File: config.mk
export PLATFORM = sky130hd
export DESIGN_NAME = press_decoder
export DESIGN_NICKNAME = d
export VERILOG_FILES = /design/src/rtl/press_decoder.sv
export SDC_FILE = /design/constraint.sdc
export NUM_CORES = 1
export LEC_CHECK = 0
export CAP_MARGIN = 20
export CELL_PAD_IN_SITES_DETAIL_PLACEMENT = 0
export CELL_PAD_IN_SITES_GLOBAL_PLACEMENT = 1
export CORE_MARGIN = 1
export CORE_UTILIZATION = 45
export DETAILED_ROUTE_END_ITERATION = 8
export PLACE_DENSITY = 0.75
export SLEW_MARGIN = 25
export SYNTH_ARGS = -nofsm -noshare
export SYNTH_HDL_FRONTEND = slang
export SYNTH_SLANG_ARGS = --single-unit
File: constraint.sdc
create_clock -name clk -period 2.85 [get_ports clk]
set_clock_uncertainty 0.1 [all_clocks]
set_input_delay 0.7125 -clock clk [delete_from_list [all_inputs] [get_ports clk]]
set_output_delay 0.7125 -clock clk [all_outputs]
set_load 0.005 [all_outputs]
File: src/rtl/press_decoder.sv
// press_decoder: classifies a debounced button into tap, double tap
// and long press, using a tick prescaler and a per-state tick counter.
module press_decoder #(
  parameter int TICK_DIV     = 100_000,
  parameter int LONG_TICKS   = 1000,
  parameter int DOUBLE_TICKS = 300
) (
  input  logic clk,
  input  logic reset,
  input  logic btn,
  output logic tap,
  output logic double_tap,
  output logic long_press,
  output logic held
);

  localparam int TMAX =
    (LONG_TICKS > DOUBLE_TICKS) ? LONG_TICKS : DOUBLE_TICKS;
  localparam int PW = $clog2(TICK_DIV - 1) + 1;
  localparam int CW = $clog2(TMAX) + 1;
  localparam int DL = (DOUBLE_TICKS > 0) ? DOUBLE_TICKS - 1 : 0;

  localparam logic [PW-1:0] P_LAST = PW'(TICK_DIV - 1);
  localparam logic [CW-1:0] C_MAX  = CW'(TMAX);
  localparam logic [CW-1:0] L_LAST = CW'(LONG_TICKS - 1);
  localparam logic [CW-1:0] D_LAST = CW'(DL);
  localparam bit            DBL_EN = (DOUBLE_TICKS > 0);

  typedef enum logic [2:0] {
    IDLE,
    PRESSED,
    WAIT_SECOND,
    SECOND_PRESSED,
    LONG_HELD
  } state_t;

  state_t        state_q;
  state_t        state_d;
  logic [PW-1:0] presc_q;
  logic [CW-1:0] cnt_q;
  logic          armed_q;
  logic          tick;
  logic          hit_long;
  logic          hit_dbl;
  logic          tap_d;
  logic          dtap_d;
  logic          long_d;
  logic          held_d;

  assign tick     = (presc_q == P_LAST);
  assign hit_long = tick && (cnt_q == L_LAST);
  assign hit_dbl  = tick && (cnt_q == D_LAST);

  // State and registered output pulses.
  always_ff @(posedge clk) begin
    if (reset) begin
      state_q    <= IDLE;
      tap        <= 1'b0;
      double_tap <= 1'b0;
      long_press <= 1'b0;
      held       <= 1'b0;
    end else begin
      state_q    <= state_d;
      tap        <= tap_d;
      double_tap <= dtap_d;
      long_press <= long_d;
      held       <= held_d;
    end
  end

  // Prescaler and saturating tick counter, both restart on any transition.
  always_ff @(posedge clk) begin
    if (reset) begin
      presc_q <= '0;
      cnt_q   <= '0;
    end else if (state_d != state_q) begin
      presc_q <= '0;
      cnt_q   <= '0;
    end else begin
      presc_q <= tick ? '0 : presc_q + PW'(1);
      if (tick && (cnt_q != C_MAX))
        cnt_q <= cnt_q + CW'(1);
    end
  end

  // A press only counts once the button has been seen released in IDLE.
  always_ff @(posedge clk) begin
    if (reset)
      armed_q <= 1'b0;
    else if ((state_q == IDLE) && !btn)
      armed_q <= 1'b1;
  end

  // Next state and next output values.
  always_comb begin
    state_d = state_q;
    tap_d   = 1'b0;
    dtap_d  = 1'b0;
    long_d  = 1'b0;
    case (state_q)
      IDLE: begin
        if (btn && armed_q)
          state_d = PRESSED;
      end
      PRESSED: begin
        if (!btn) begin
          if (DBL_EN) begin
            state_d = WAIT_SECOND;
          end else begin
            state_d = IDLE;
            tap_d   = 1'b1;
          end
        end else if (hit_long) begin
          state_d = LONG_HELD;
          long_d  = 1'b1;
        end
      end
      WAIT_SECOND: begin
        if (btn) begin
          state_d = SECOND_PRESSED;
        end else if (hit_dbl) begin
          state_d = IDLE;
          tap_d   = 1'b1;
        end
      end
      SECOND_PRESSED: begin
        if (!btn) begin
          state_d = IDLE;
          dtap_d  = 1'b1;
        end else if (hit_long) begin
          state_d = LONG_HELD;
          tap_d   = 1'b1;
          long_d  = 1'b1;
        end
      end
      LONG_HELD: begin
        if (!btn)
          state_d = IDLE;
      end
      default: begin
        state_d = IDLE;
      end
    endcase
    held_d = (state_d == LONG_HELD);
  end

endmodule
---- Word-level counts from Yosys, hierarchy flattened ----
Cells that the tools add are included.
word-level totals
  bits in writable memories ............... 0
  register bits ........................... 37
  memory bits (read-only) ................. 0
  input port bits ......................... 3
  bits in latches ......................... 0
  memories kept ........................... 0
  word-level logic and storage cells ...... 48
cells by class
  bitwise operators ....................... 2
  divide/modulo/power cells ............... 0
  multiplexer cells ....................... 14
  equality and inequality tests ........... 10
  multipliers ............................. 0
  add/sub/neg operators ................... 2
  magnitude comparators ................... 0
  reductions and logical operators ........ 12
  shift operators ......................... 0
operator list
  kind                                                      count
  2-to-1 mux 3 bit                                          7
  adder 18 x 1 -> 18 bit (second input constant)            1
  equality test 18 x 17 -> 1 bit (second input constant)    1
  one-hot mux 3 bit (5 select lines)                        1
  adder 11 x 1 -> 11 bit (second input constant)            1
  equality test 11 x 10 -> 1 bit (second input constant)    1
  equality test 11 x 9 -> 1 bit (second input constant)     1
  inequality test 11 x 10 -> 1 bit (second input constant)  1
  OR reduction 2 bit                                        4
  equality test 3 x 2 -> 1 bit (second input constant)      2
  equality test 3 bit (second input constant)               2
  logical AND 1 bit                                         5
  2-to-1 mux 1 bit                                          5
  equality test 3 x 1 -> 1 bit (second input constant)      1
  zero test 3 bit                                           1
  inequality test 3 bit                                     1
  OR reduction 3 bit                                        1
  inverter 1 bit                                            2
  one-hot mux 1 bit (2 select lines)                        1
  zero test 1 bit                                           1

---- Depth between registers and ports, before layout ----
Gate-level depths: netlist (run 1).
  word-level depth ........................ 7
  mapped depth ............................ 9
  depth with buffers taken out ............ 6

---- Worst setup path before layout (run 1) ----
Ideal clock, no wire load.
  path type ............................... reg2reg
  start ................................... reg presc_q[11]
  end ..................................... reg presc_q[14]
  required time ........................... 2,636 ps
  arrival time ............................ 1,856 ps
  cell stages (with the launch flop) ...... 10
  slack ................................... 780 ps
  cells stage by stage .................... dfxtp_1 > or4_4 > or2_0 > buf_2 > or2_1 > buf_6 > nand2b_2 > buf_6 > buf_6 > nor2_1
between the ends
  longest elaborated chain between the ends .. 7
  elaborated cells on any way between the ends .. 12
ends and longest elaborated chain
  what                                         line           source
  start, declared                              39             logic [PW-1:0] presc_q;
  start signal, assigned                       80             presc_q <= tick ? '0 : presc_q + PW'(1);
  equality test 18 x 17 -> 1 bit               50             assign tick = (presc_q == P_LAST);
  logical AND 1 bit, on equally long branches  51, 52
  2-to-1 mux 3 bit, on equally long branches   113, 130, 121
  2-to-1 mux 3 bit, on equally long branches   127, 106, 119
  one-hot mux 3 bit (5 select lines)           100            case (state_q)
  inequality test 3 bit                        76             end else if (state_d != state_q) begin
  OR reduction 3 bit (no line)                 n/a
Parallel ways exist; a longest one is shown, timed or not.
A chain may end at the register's enable or synchronous reset.

---- Worst setup path after layout (run 1) ----
  start ................................... in btn
  end ..................................... reg presc_q[11]
between the ends
  longest elaborated chain between the ends .. 5
  elaborated cells on any way between the ends .. 9
ends and longest elaborated chain
  what                                    line  source
  start, declared                         10    input logic btn,
  logical AND 1 bit                       102   if (btn && armed_q)
  2-to-1 mux 3 bit                        102
  one-hot mux 3 bit (5 select lines) (*)  100
  inequality test 3 bit (*)               76
  OR reduction 3 bit (no line) (*)        n/a
Every way passes the cells marked *; elsewhere a longest branch is shown, timed or not.

==> results by stage, run 1 <==
Outcome:
- The flow ran to the end, and the final reports show no timing, DRC or antenna violations.

Yosys:
- After synthesis, the cell types taking the most area are dfxtp_1 41%, nor2_1 7.1%, xor2_1 6.3%.
- The number of synthesized flops with an enable pin is 0.
- The primary flip-flop cell chosen by synthesis mapping is dfxtp_1.
- In this run, distinct cell masters in the synthesized netlist total 41.
- The average footprint of a synthesized cell is 8.61 um2.
- The synthesized netlist cell count is 209.
- The share of synthesized area occupied by flip-flops and latches is 41.2%.
- The number of nets in the synthesized netlist is 215.
- The library cell occupying the most area in the post-synthesis netlist is dfxtp_1.
- In this run the cell area of the synthesized design comes to 1800 um2.
- The number of synthesis warnings is 0.
- The most repeated cell in the gate-level netlist after synthesis is dfxtp_1.
- The total of flip-flops plus latches after synthesis is 37.
- By count the netlist is led by 37 x dfxtp_1, 34 x nor2_1, 17 x nand2_1, 17 x nand3_1, 13 x xor2_1.
- In this run the biggest area consumer among cell types represents 41.2% of the synthesized area.
- The fraction of registers with async set/reset is 0%.

Clocking:
- For this design, the CTS-stage hold fixing added 0 buffers.
- The clock latency on the worst-skew pair is 0.29 ns.
- In this run the deepest clock path goes through 2 buffers.
- The clock tree from TritonCTS is done.
- Post-CTS timing repair inserted 0 buffers for setup.
- TritonCTS created 5 clock buffers.
- The post-CTS clock slew at the launch and capture registers of the worst setup and hold paths is 0.07 ns.
- The clock tree root buffer cell is clkbuf_8.
- The H-tree was split into 2 levels.
- The total of cells resized after clock tree synthesis is 0.
- The clock sink count is 37.

Timing:
- The time the final worst path needs with I/O delays and setup is 2.41 ns.
- The total count of hold-check failures in the final report is 0.
- The measured slew at the worst slew-check pin is 0.636 ns.
- The setup violation total in the final timing report is 0.
- The final total negative setup slack is 0 ns.
- Of the available clock period, the critical path in the final layout requires 84.5%.
- Measured against its own limit, the worst slew margin works out to 57.3%.
- The achievable clock frequency is 415 MHz.
- Setup repair after global routing left no endpoint under its margin.
- The max-slew violation count is 0.
- Hold is met by 0.364 ns.

Finish:
- The number of diodes added for antenna fixing is 0.
- The count of cells in the finished layout, fillers not included, comes to 266.
- In the final layout, the share of cells above drive strength 1 is 9.63%.
- In the final design database the tool counted 223 nets.
- The core utilization of the finished layout is 52.3%.
- The area growth from synthesis to layout is 8.76%.
- The number of inserted filler cells in the final layout is 380.

Detailed routing:
- For this block, the initial DRC count from the detailed router was 132.
- In this run the remaining antenna-violating nets after routing total 0.
- The DRC violation count after routing is 0.
- The vias per cell is 5.47.
- The number of detailed-route iterations in the first pass is 4.
- The post-detailed-routing wire length is 3670 um.
- After detailed routing, the average wire length per cell comes to 13.8 um.
- The routed layout has 1456 vias.

Floorplanning:
- The die span in y is 65.2 um.
- The boundary pin count is 7.
- The die covers 4250 um2.
- Measured along the x axis, the die boundary spans 65.2 um.
- The row count is 22.
- The floorplan core area is 3740 um2.
- The effective utilization at floorplan is 48.1%.

Critical path:
- The critical path goes through clkdlybuf4s50_1 -> and3b_1 -> o21ai_0 -> a21o_1 -> nand2b_2 -> nor2_1.
- In this run the worst path has a maximum fanout of 16.
- For this run, the slowest stage of the critical path takes 0.52 ns.
- The worst setup path is captured at a register.
- STA classifies the critical path startpoint as a primary input.
- The critical path class is primary input to register.
- Data on the critical path arrives at its endpoint at 2.47 ns.
- The required time at the endpoint of the critical path is 2.91 ns.
- Together, buffers and inverters on the worst path number 1.
- The setup check on the worst reg-to-reg path leaves a slack of 0.60 ns.
- Counting cells, the worst reg-to-reg path comes to 5.
- The largest individual stage delay along the critical path comes from the cell clkdlybuf4s50_1.
- The critical path runs through a total of 6 cells.
- The startpoint identified for the worst register-to-register timing path is presc_q[12].
- The end of the worst register-to-register path is presc_q[11].
- Grouping stages by cell kind, the critical path spends the most delay in simple AND/OR/NAND/NOR gates.

Hold path:
- In this run the most critical hold path is launched from presc_q[0].
- The path class of the tightest hold or removal check is register to register.
- The instance count along the most critical hold path is 1.
- The hold-critical path endpoint is presc_q[0].

Power:
- The maximum vdd drop is 0.328 mV.
- For this design the static power due to leakage is 0.634 nW.
- In this run the power density over the cells is 485 nW/um2.

Job:
- Max-cap violations in this run came to 0.

GRT:
- Entering global routing, the biggest net connects 17 pins.
- For this run the aggregate overflow at the end of global routing stands at 0.
- The initial antenna violation count is 0.
- The global-route wire length before repair is 6390 um.
- The via count of the first global-routing pass came to 1345.
- The overall fraction of global-route tracks in use is 19.9%.

Place:
- The cell total after placement is 258.
- The number of buffers added on ports is 6.
- The routability congestion estimate is 0.796.
- Detailed placement ended at an HPWL of 2620 um.
[how the worst max path moves through the flow]
stage,slack [ns],from,end
finish,0.44,btn,presc_q[11]
global route,0.35,btn,presc_q[9]
CTS,0.43,btn,presc_q[11]
detailed placement,0.11,btn,presc_q[3]
global placement,0.23,btn,presc_q[12]
floorplan,0.78,presc_q[11],presc_q[14]
[metal layers]
layer  vias to the layer above  track usage, %  part of all wire, %
met5                         -               0                    0
met4                         0            9.24                  1.6
met3                         5            4.86                  3.6
met2                        26            32.0                   49
met1                       682            24.9                   46
li1                        743               -                    -
[logic make-up after synthesis]
kind of cell,synth area share [%]
compound gates,7.30
xor+xnor,10.7
fa+ha+maj,2.09
buf+inv,4.45
flops,41.2
simple gates,34.3
[sequential cells by signal (all words and copies together), names as in the netlist]
signal	count
cnt_q	11
tap	1
double_tap	1
armed_q	1
held	1
long_press	1
presc_q	18
state_q	3
[cells in the final DEF (no fill, tap or decap), types with 5 or more instances in the layout]
cell / count
clkdlybuf4s50_1: 6
dfxtp_1: 37
nand4_1: 8
nor3_1: 7
nor2_1: 34
a21oi_1: 6
inv_1: 6
clkbuf_8: 5
nand2_1: 17
nand3_1: 17
xnor2_1: 9
xor2_1: 13
[layout make-up]
class / count / area, um2 / share of cell area, %
Timing Repair Buffer: 8 / 75.1 / 3.84
Clock buffer: 8 / 80.1 / 4.09
Sequential cell: 37 / 741 / 37.9
Inverter: 6 / 22.5 / 1.15
Multi-Input combinational cell: 159 / 978 / 50.0
Tap cell: 48 / 60.1 / 3.07
[power breakdown]
group | leakage (nW) | switching (mW) | internal, mW
logic | 0.295 | 0.0345 | 0.0213
registers | 0.299 | 0.0142 | 0.527
clock network | 0.0395 | 0.179 | 0.174
total | 0.634 | 0.228 | 0.722
[per-stage QoR]
step | setup slack, ns | area [um2] | power, mW
2_1_floorplan | 0.780 | 1800 | 0.601
3_3_place_gp | 0.231 | 1880 | 0.608
3_5_place_dp | 0.109 | 1880 | 0.610
4_1_cts | 0.431 | 1960 | 0.963
5_1_grt | 0.349 | 1960 | 0.998
6_report | 0.440 | 1960 | 0.950
(Power assumes the default switching activity.)
==> run 2: changes to the inputs <==
- CORE_UTILIZATION: 45 -> 41
- PLACE_DENSITY: 0.75 -> 0.72
- clock period: 2.85 -> 2 ns (I/O delays scaled with it)
==> run 2 against run 1 <==
  * Total power grew 52%
  * Critical path type is now register to register
  * Register-to-register slack got worse by 0.56 ns
  * Cell count up 8.3%
  * Global-route usage shrank 1.4 points
==> results by stage, run 2 (synthesized netlist as in run 1, its figures left out) <==
Detailed routing:
- The number of detailed-route iterations in the first pass was 4 (unchanged).
- The post-route antenna net violation count is 0 (unchanged).
- The DRC violation count after routing is 0 (unchanged).
- The vias per cell was 5.30 (-3.1%).
- The via count is 1527 (+4.9%).
- The number of design-rule violations left by the first detailed-router iteration is 77 (-42%).
- The routed length per instance is 13.0 um (-6.2%).
- The post-detailed-routing wire length is 3730 um (+1.6%).

Finish:
- The number of standard cells in the final layout excluding fillers is 288 (+8.3%).
- In the final layout, the registers with the most flip-flops are presc_q: 18 flops, cnt_q: 11 flops, state_q: 3 flops.
- The layout net count came to 243 (+9.0%).
- Compared with the post-synthesis result, the final layout area differs by 21.7%.
- The flip-flop count of the largest register after layout is 18 (unchanged).
- The number of diodes added for antenna fixing was 0 (unchanged).
- In the layout the commonest cells are 35 x dfxtp_1, 34 x nor2_1, 22 x buf_4.
- The register name with the most flops is presc_q.
- The fraction of final layout cells sized beyond drive strength 1 is 22.3% (+13 points).
- The most common cell after layout, fill and taps aside is dfxtp_1.

Timing:
- The worst relative slew slack is 78.8% (+22 points).
- Setup repair after global routing could not meet its margin everywhere.
- The final worst-path setup slack was 0.0388 ns (-0.402 ns).
- The achievable clock frequency is 510 MHz.
- The measured slew at the worst slew-check pin was 0.317 ns (-0.318 ns).
- The max-slew violation count is 0 (unchanged).
- The routed design could run at a clock period as short as 1.96 ns.
- The setup violation total in the final timing report is 0 (unchanged).
- The total count of hold-check failures in the final report is 0 (unchanged).
- The post-route fraction of the period consumed by the critical path is 98.1%.

Floorplanning:
- The floorplan die area came to 4660 um2 (+9.5%).
- The effective utilization at floorplan came to 43.7% (-4.3 points).
- The floorplan core area was 4120 um2 (+9.9%).
- The row count is 23 (+4.5%).
- The boundary pin count is 7 (unchanged).
- The width of the chip is 68.2 um (+4.6%).
- The die span in y came to 68.2 um (+4.6%).

Clocking:
- Clock tree synthesis selected as its root buffer the cell clkbuf_8.
- The post-CTS clock slew at the launch and capture registers of the worst setup and hold paths is 0.08 ns (about the same).
- The hold buffer count at CTS is 0 (unchanged).
- The clock tree from TritonCTS is done.
- The total CTS buffers came to 5 (unchanged).
- The clock latency on the worst-skew pair is 0.29 ns (about the same).
- The depth of the CTS H-tree is 2 (unchanged).
- The maximum number of buffers from clock root to sink was 2 (unchanged).
- The clock sink count is 37 (unchanged).

Critical path:
- The slowest stage cell on the critical path is or4_4.
- The highest cell delay on the worst timing path is 0.53 ns (about the same).
- The cell seen most often among critical-path stages is or4_4.
- Traced cell by cell, the critical path runs through or4_4 -> or4_4 -> nor3_2 -> xor2_1 -> nor2b_2.
- The maximum net fanout on the critical path is 5 (-11).
- The total buffers and inverters traversed by the critical path is 0 (-1).
- The critical path class is register to register.
- The required time at the endpoint of the critical path is 2.14 ns (-0.77 ns).
- The register-to-register path setup slack was 0.04 ns (-0.56 ns).
- STA classifies the critical path endpoint as a register.
- The family with the most delay on the worst path is simple AND/OR/NAND/NOR gates.
- STA classifies the critical path startpoint as a register.
- The endpoint arrival time on the critical path is 2.10 ns (-0.37 ns).

GRT:
- The global-route wire length before repair is 6360 um (-0.44%).
- The via count of the first global-routing pass is 1444 (+7.4%).
- The pin count of the biggest net entering global routing is 17 (unchanged).
- The initial antenna violation count is 0 (unchanged).
- The remaining global-route overflow is 0 (unchanged).
- The overall fraction of global-route tracks in use is 18.5% (-1.4 points).

Place:
- The routability congestion estimate is 0.877 (+10%).
- The post-placement setup slack is -0.133 ns (-0.242 ns).
- The number of buffers added on ports is 6 (unchanged).
- The cell total after placement is 280 (+8.5%).
- The post-detailed-placement half-perimeter wirelength was 2760 um (+5.3%).

Power:
- The overall power is 1.44 mW (+52%).
- The power density over the cells is 658 nW/um2 (+36%).
- The reported leakage power is 0.761 nW (+20%).
- The maximum vdd drop is 0.441 mV (+34%).

Job:
- The count of maximum capacitance violations is 0 (unchanged).

Hold path:
- The type of the tightest min-delay check is register to register.

Outcome:
- The run finished with clean final reports.
[run 2: cell types whose count changed in the layout (fill, tap and decap cells not counted), sizes merged]
cell	previous run	this run
buf	2	22
clkbuf	8	7
clkinv	0	1
[run 2: path summary, 6_finish.rpt]
path,start,to,cells after the start
hold / removal,cnt_q[5],cnt_q[5],1
setup / recovery,presc_q[13],cnt_q[10],5
setup reg to reg,presc_q[13],cnt_q[10],5
hold reg to reg,cnt_q[5],cnt_q[5],1
[run 2: routing by layer]
| layer | share of wire (%) | global-route usage, % | routed length, um | up-vias |
|---|---|---|---|---|
| met1 | 48 | 23.4 | 1790 | 708 |
| met2 | 48 | 29.7 | 1770 | 27 |
| met3 | 2.8 | 4.17 | 105 | 7 |
| met5 | 0 | 0 | 0 | - |
| li1 | - | - | - | 785 |
| met4 | 1.7 | 8.33 | 65 | 0 |
[run 2: cell type report]
type / count / area (um2)
repair buffers: 28 / 225
fillers: 368 / 1930
well taps: 50 / 62.6
clock buffers: 7 / 96.3
clock inverters: 1 / 5.00
inverters: 6 / 22.5
multi-input cells: 159 / 1030
flip-flops and latches: 37 / 743
[run 2: repair_timing]
action	CTS	global route
setup endpoints to repair	26	10
hold endpoints to repair	0	0
gates resized for setup	5	6
buffers inserted	0	0
[run 2: per-stage QoR]
stage | hold slack, ns | instance area (um2) | util, % | setup TNS, ns
2_1_floorplan | 0.330 | 1810 | - | -0.242
3_3_place_gp | 0.405 | 2040 | 49.5 | -1.78
3_5_place_dp | 0.401 | 2040 | 49.5 | -2.89
4_1_cts | 0.414 | 2160 | 52.4 | 0
5_1_grt | 0.454 | 2190 | 53.2 | -0.0327
6_report | 0.414 | 2190 | 53.2 | 0
[run 2: power by group]
| group | switching [mW] | total [mW] | internal, mW |
|---|---|---|---|
| sequential | 0.0219 | 0.773 | 0.751 |
| clock | 0.257 | 0.568 | 0.311 |
| combinational | 0.0533 | 0.0994 | 0.0461 |
[run 2: worst register-to-register path, cell delays in order, from the launching register on]
cell and delay, ns:
dfxtp_2 0.32, or4_4 0.53, or4_4 0.49, nor3_2 0.20, xor2_1 0.15, nor2b_2 0.13
==> run 3: changes to the inputs <==
- CORE_UTILIZATION: 41 -> 45
- PLACE_DENSITY: 0.72 -> 0.75
- clock period: 2 -> 2.1 ns (I/O delays scaled with it)
==> run 3 against run 2 <==
  * Core utilization is 3.6 points higher
  * Global-route usage is 1.4 points higher
  * Critical path type unchanged
  * Critical path depth rose by 1
  * Cell count decreased by 0.69%
  * First-iteration DRC count is 25% higher
  * Highest routed layer unchanged
==> results by stage, run 3 (synthesized netlist as in run 1, its figures left out) <==
Detailed routing:
- The DRC violation count after routing was 0 (unchanged).
- The via count is 1517 (-0.65%).
- The routed length per instance is 12.6 um (-2.5%).
- The post-detailed-routing wire length is 3610 um (-3.2%).
- The vias per cell is 5.30 (about the same).
- The post-route antenna net violation count is 0 (unchanged).
- The number of design-rule violations left by the first detailed-router iteration came to 96 (+25%).
- The number of detailed-route iterations in the first pass is 4 (unchanged).

Finish:
- The flip-flop count of the largest register after layout was 18 (unchanged).
- In the final layout, the registers with the most flip-flops are presc_q: 18 flops, cnt_q: 11 flops, state_q: 3 flops.
- The fraction of final layout cells sized beyond drive strength 1 came to 18.1% (-4.2 points).
- The most common cell after layout, fill and taps aside is dfxtp_1.
- The number of diodes added for antenna fixing is 0 (unchanged).
- The area growth from synthesis to layout is 18.2%.
- The final instance area is 2130 um2 (-2.9%).
- The register name with the most flops is presc_q.
- The number of standard cells in the final layout excluding fillers is 286 (-0.69%).
- The layout net count came to 243 (unchanged).
- Leaving out fill and tap cells, the most frequent cells in the layout are 37 x dfxtp_1, 34 x nor2_1, 22 x buf_4.

Timing:
- The achievable clock frequency is 495 MHz (-2.9%).
- The tightest hold margin was 0.415 ns (+0.00123 ns).
- The time the final worst path needs with I/O delays and setup was 2.02 ns (+0.0583 ns).
- The setup violation total in the final timing report is 0 (unchanged).
- The worst relative slew slack was 74.5% (-4.3 points).
- The total count of hold-check failures in the final report was 0 (unchanged).
- Setup repair after global routing left no endpoint under its margin.
- The post-route fraction of the period consumed by the critical path is 96.2% (-1.9 points).
- The measured slew at the worst slew-check pin is 0.379 ns (+0.0613 ns).
- The max-slew violation count was 0 (unchanged).

Critical path:
- The type of element capturing the critical path is a register.
- The endpoint arrival time on the critical path was 2.10 ns (about the same).
- The critical path class is register to register.
- The launch point of the worst path is presc_q[11].
- The required time at the endpoint of the critical path is 2.18 ns (+0.04 ns).
- In this run the critical register-to-register path is launched from presc_q[11].
- The maximum net fanout on the critical path is 5 (unchanged).
- STA classifies the critical path startpoint as a register.

Floorplanning:
- The width of the chip is 65.2 um (-4.4%).
- The row count was 22 (-4.3%).
- The boundary pin count is 7 (unchanged).
- The floorplan core area was 3740 um2 (-9.0%).
- The effective utilization at floorplan was 48.1% (+4.3 points).
- The die span in y is 65.2 um (-4.4%).
- The floorplan die area is 4250 um2 (-8.6%).

Place:
- The number of buffers added on ports was 6 (unchanged).
- The area after detailed placement is 2030 um2 (-0.49%).
- The routability congestion estimate is 0.774 (-12%).
- The post-detailed-placement half-perimeter wirelength is 2680 um (-2.8%).
- The cell total after placement was 278 (-0.71%).

Clocking:
- The hold buffer count at CTS came to 0 (unchanged).
- CTS placed an instance of clkbuf_8 at the clock tree root.
- The depth of the CTS H-tree is 2 (unchanged).
- The maximum number of buffers from clock root to sink is 2 (unchanged).
- TritonCTS built the clock tree.
- The clock sink count came to 37 (unchanged).
- The post-CTS clock slew at the launch and capture registers of the worst setup and hold paths is 0.08 ns (about the same).
- The total CTS buffers came to 5 (unchanged).
- The clock latency on the worst-skew pair was 0.29 ns (about the same).

Power:
- The maximum vdd drop was 0.350 mV (-21%).
- The overall power is 1.31 mW (-8.9%).
- The reported leakage power was 0.758 nW (-0.42%).
- The power density over the cells is 617 nW/um2 (-6.2%).

Outcome:
- The flow ran to the end, and the final reports show no timing, DRC or antenna violations.

GRT:
- The pin count of the biggest net entering global routing is 17 (unchanged).
- The remaining global-route overflow came to 0 (unchanged).
- The via count of the first global-routing pass is 1466 (+1.5%).
- The global-route wire length before repair came to 6420 um (+0.88%).
- The initial antenna violation count is 0 (unchanged).
- The overall fraction of global-route tracks in use is 19.9% (+1.4 points).

Hold path:
- The worst min-delay path startpoint is armed_q.
- The min-delay analysis places its worst path in the category register to register.

Job:
- The count of maximum capacitance violations came to 0 (unchanged).
[run 3: final timing paths]
kind | end | slack (ns) | cells past startpoint
worst max register to register | cnt_q[2] | 0.08 | 6
worst max-delay path | cnt_q[2] | 0.08 | 6
worst min register to register | armed_q | 0.42 | 2
worst min-delay path | armed_q | 0.42 | 2
[run 3: critical path, cell delays in order, from the launching register on]
cell     delay (ns)
dfxtp_1        0.32
or4_4          0.53
or2_1          0.31
or2_4          0.30
buf_4          0.14
o21ai_0        0.13
a21oi_1        0.08
[run 3: repair_timing]
item	in CTS	in global routing
pin swaps	1	0
endpoints found under the setup margin	7	27
endpoints found under the hold margin	0	0
gates resized for setup	1	4
buffers inserted	0	0
[run 3: power by group]
group / switching (mW) / leakage (nW) / internal [mW]
Sequential: 0.0188 / 0.299 / 0.715
Clock: 0.247 / 0.0395 / 0.236
Combinational: 0.0511 / 0.419 / 0.0443
Total: 0.317 / 0.758 / 0.995
[run 3: layer usage]
layer	up-vias	global-route usage, %	part of all wire [%]
met2	20	34.8	49
met1	703	22.7	47
met5	-	0	0
met4	0	7.34	1.0
met3	7	5.73	2.9
li1	787	-	-
[run 3: area by class of cell]
class | instances | area (um2)
Fill cell | 371 | 1620
Multi-Input combinational cell | 159 | 998
Sequential cell | 37 | 741
Timing Repair Buffer | 28 | 225
Clock buffer | 8 | 80.1
Tap cell | 48 | 60.1
Inverter | 6 | 22.5
[run 3: metrics by stage]
step                      util [%]  setup TNS, ns  worst slack (ns)
after floorplan                  -              0            0.0296
after global placement        54.1          -1.19           -0.0707
after detailed placement      54.1          -2.02            -0.122
after CTS                     56.5        -0.0335           -0.0112
after global routing          56.8              0           0.00897
final                         56.8              0            0.0805
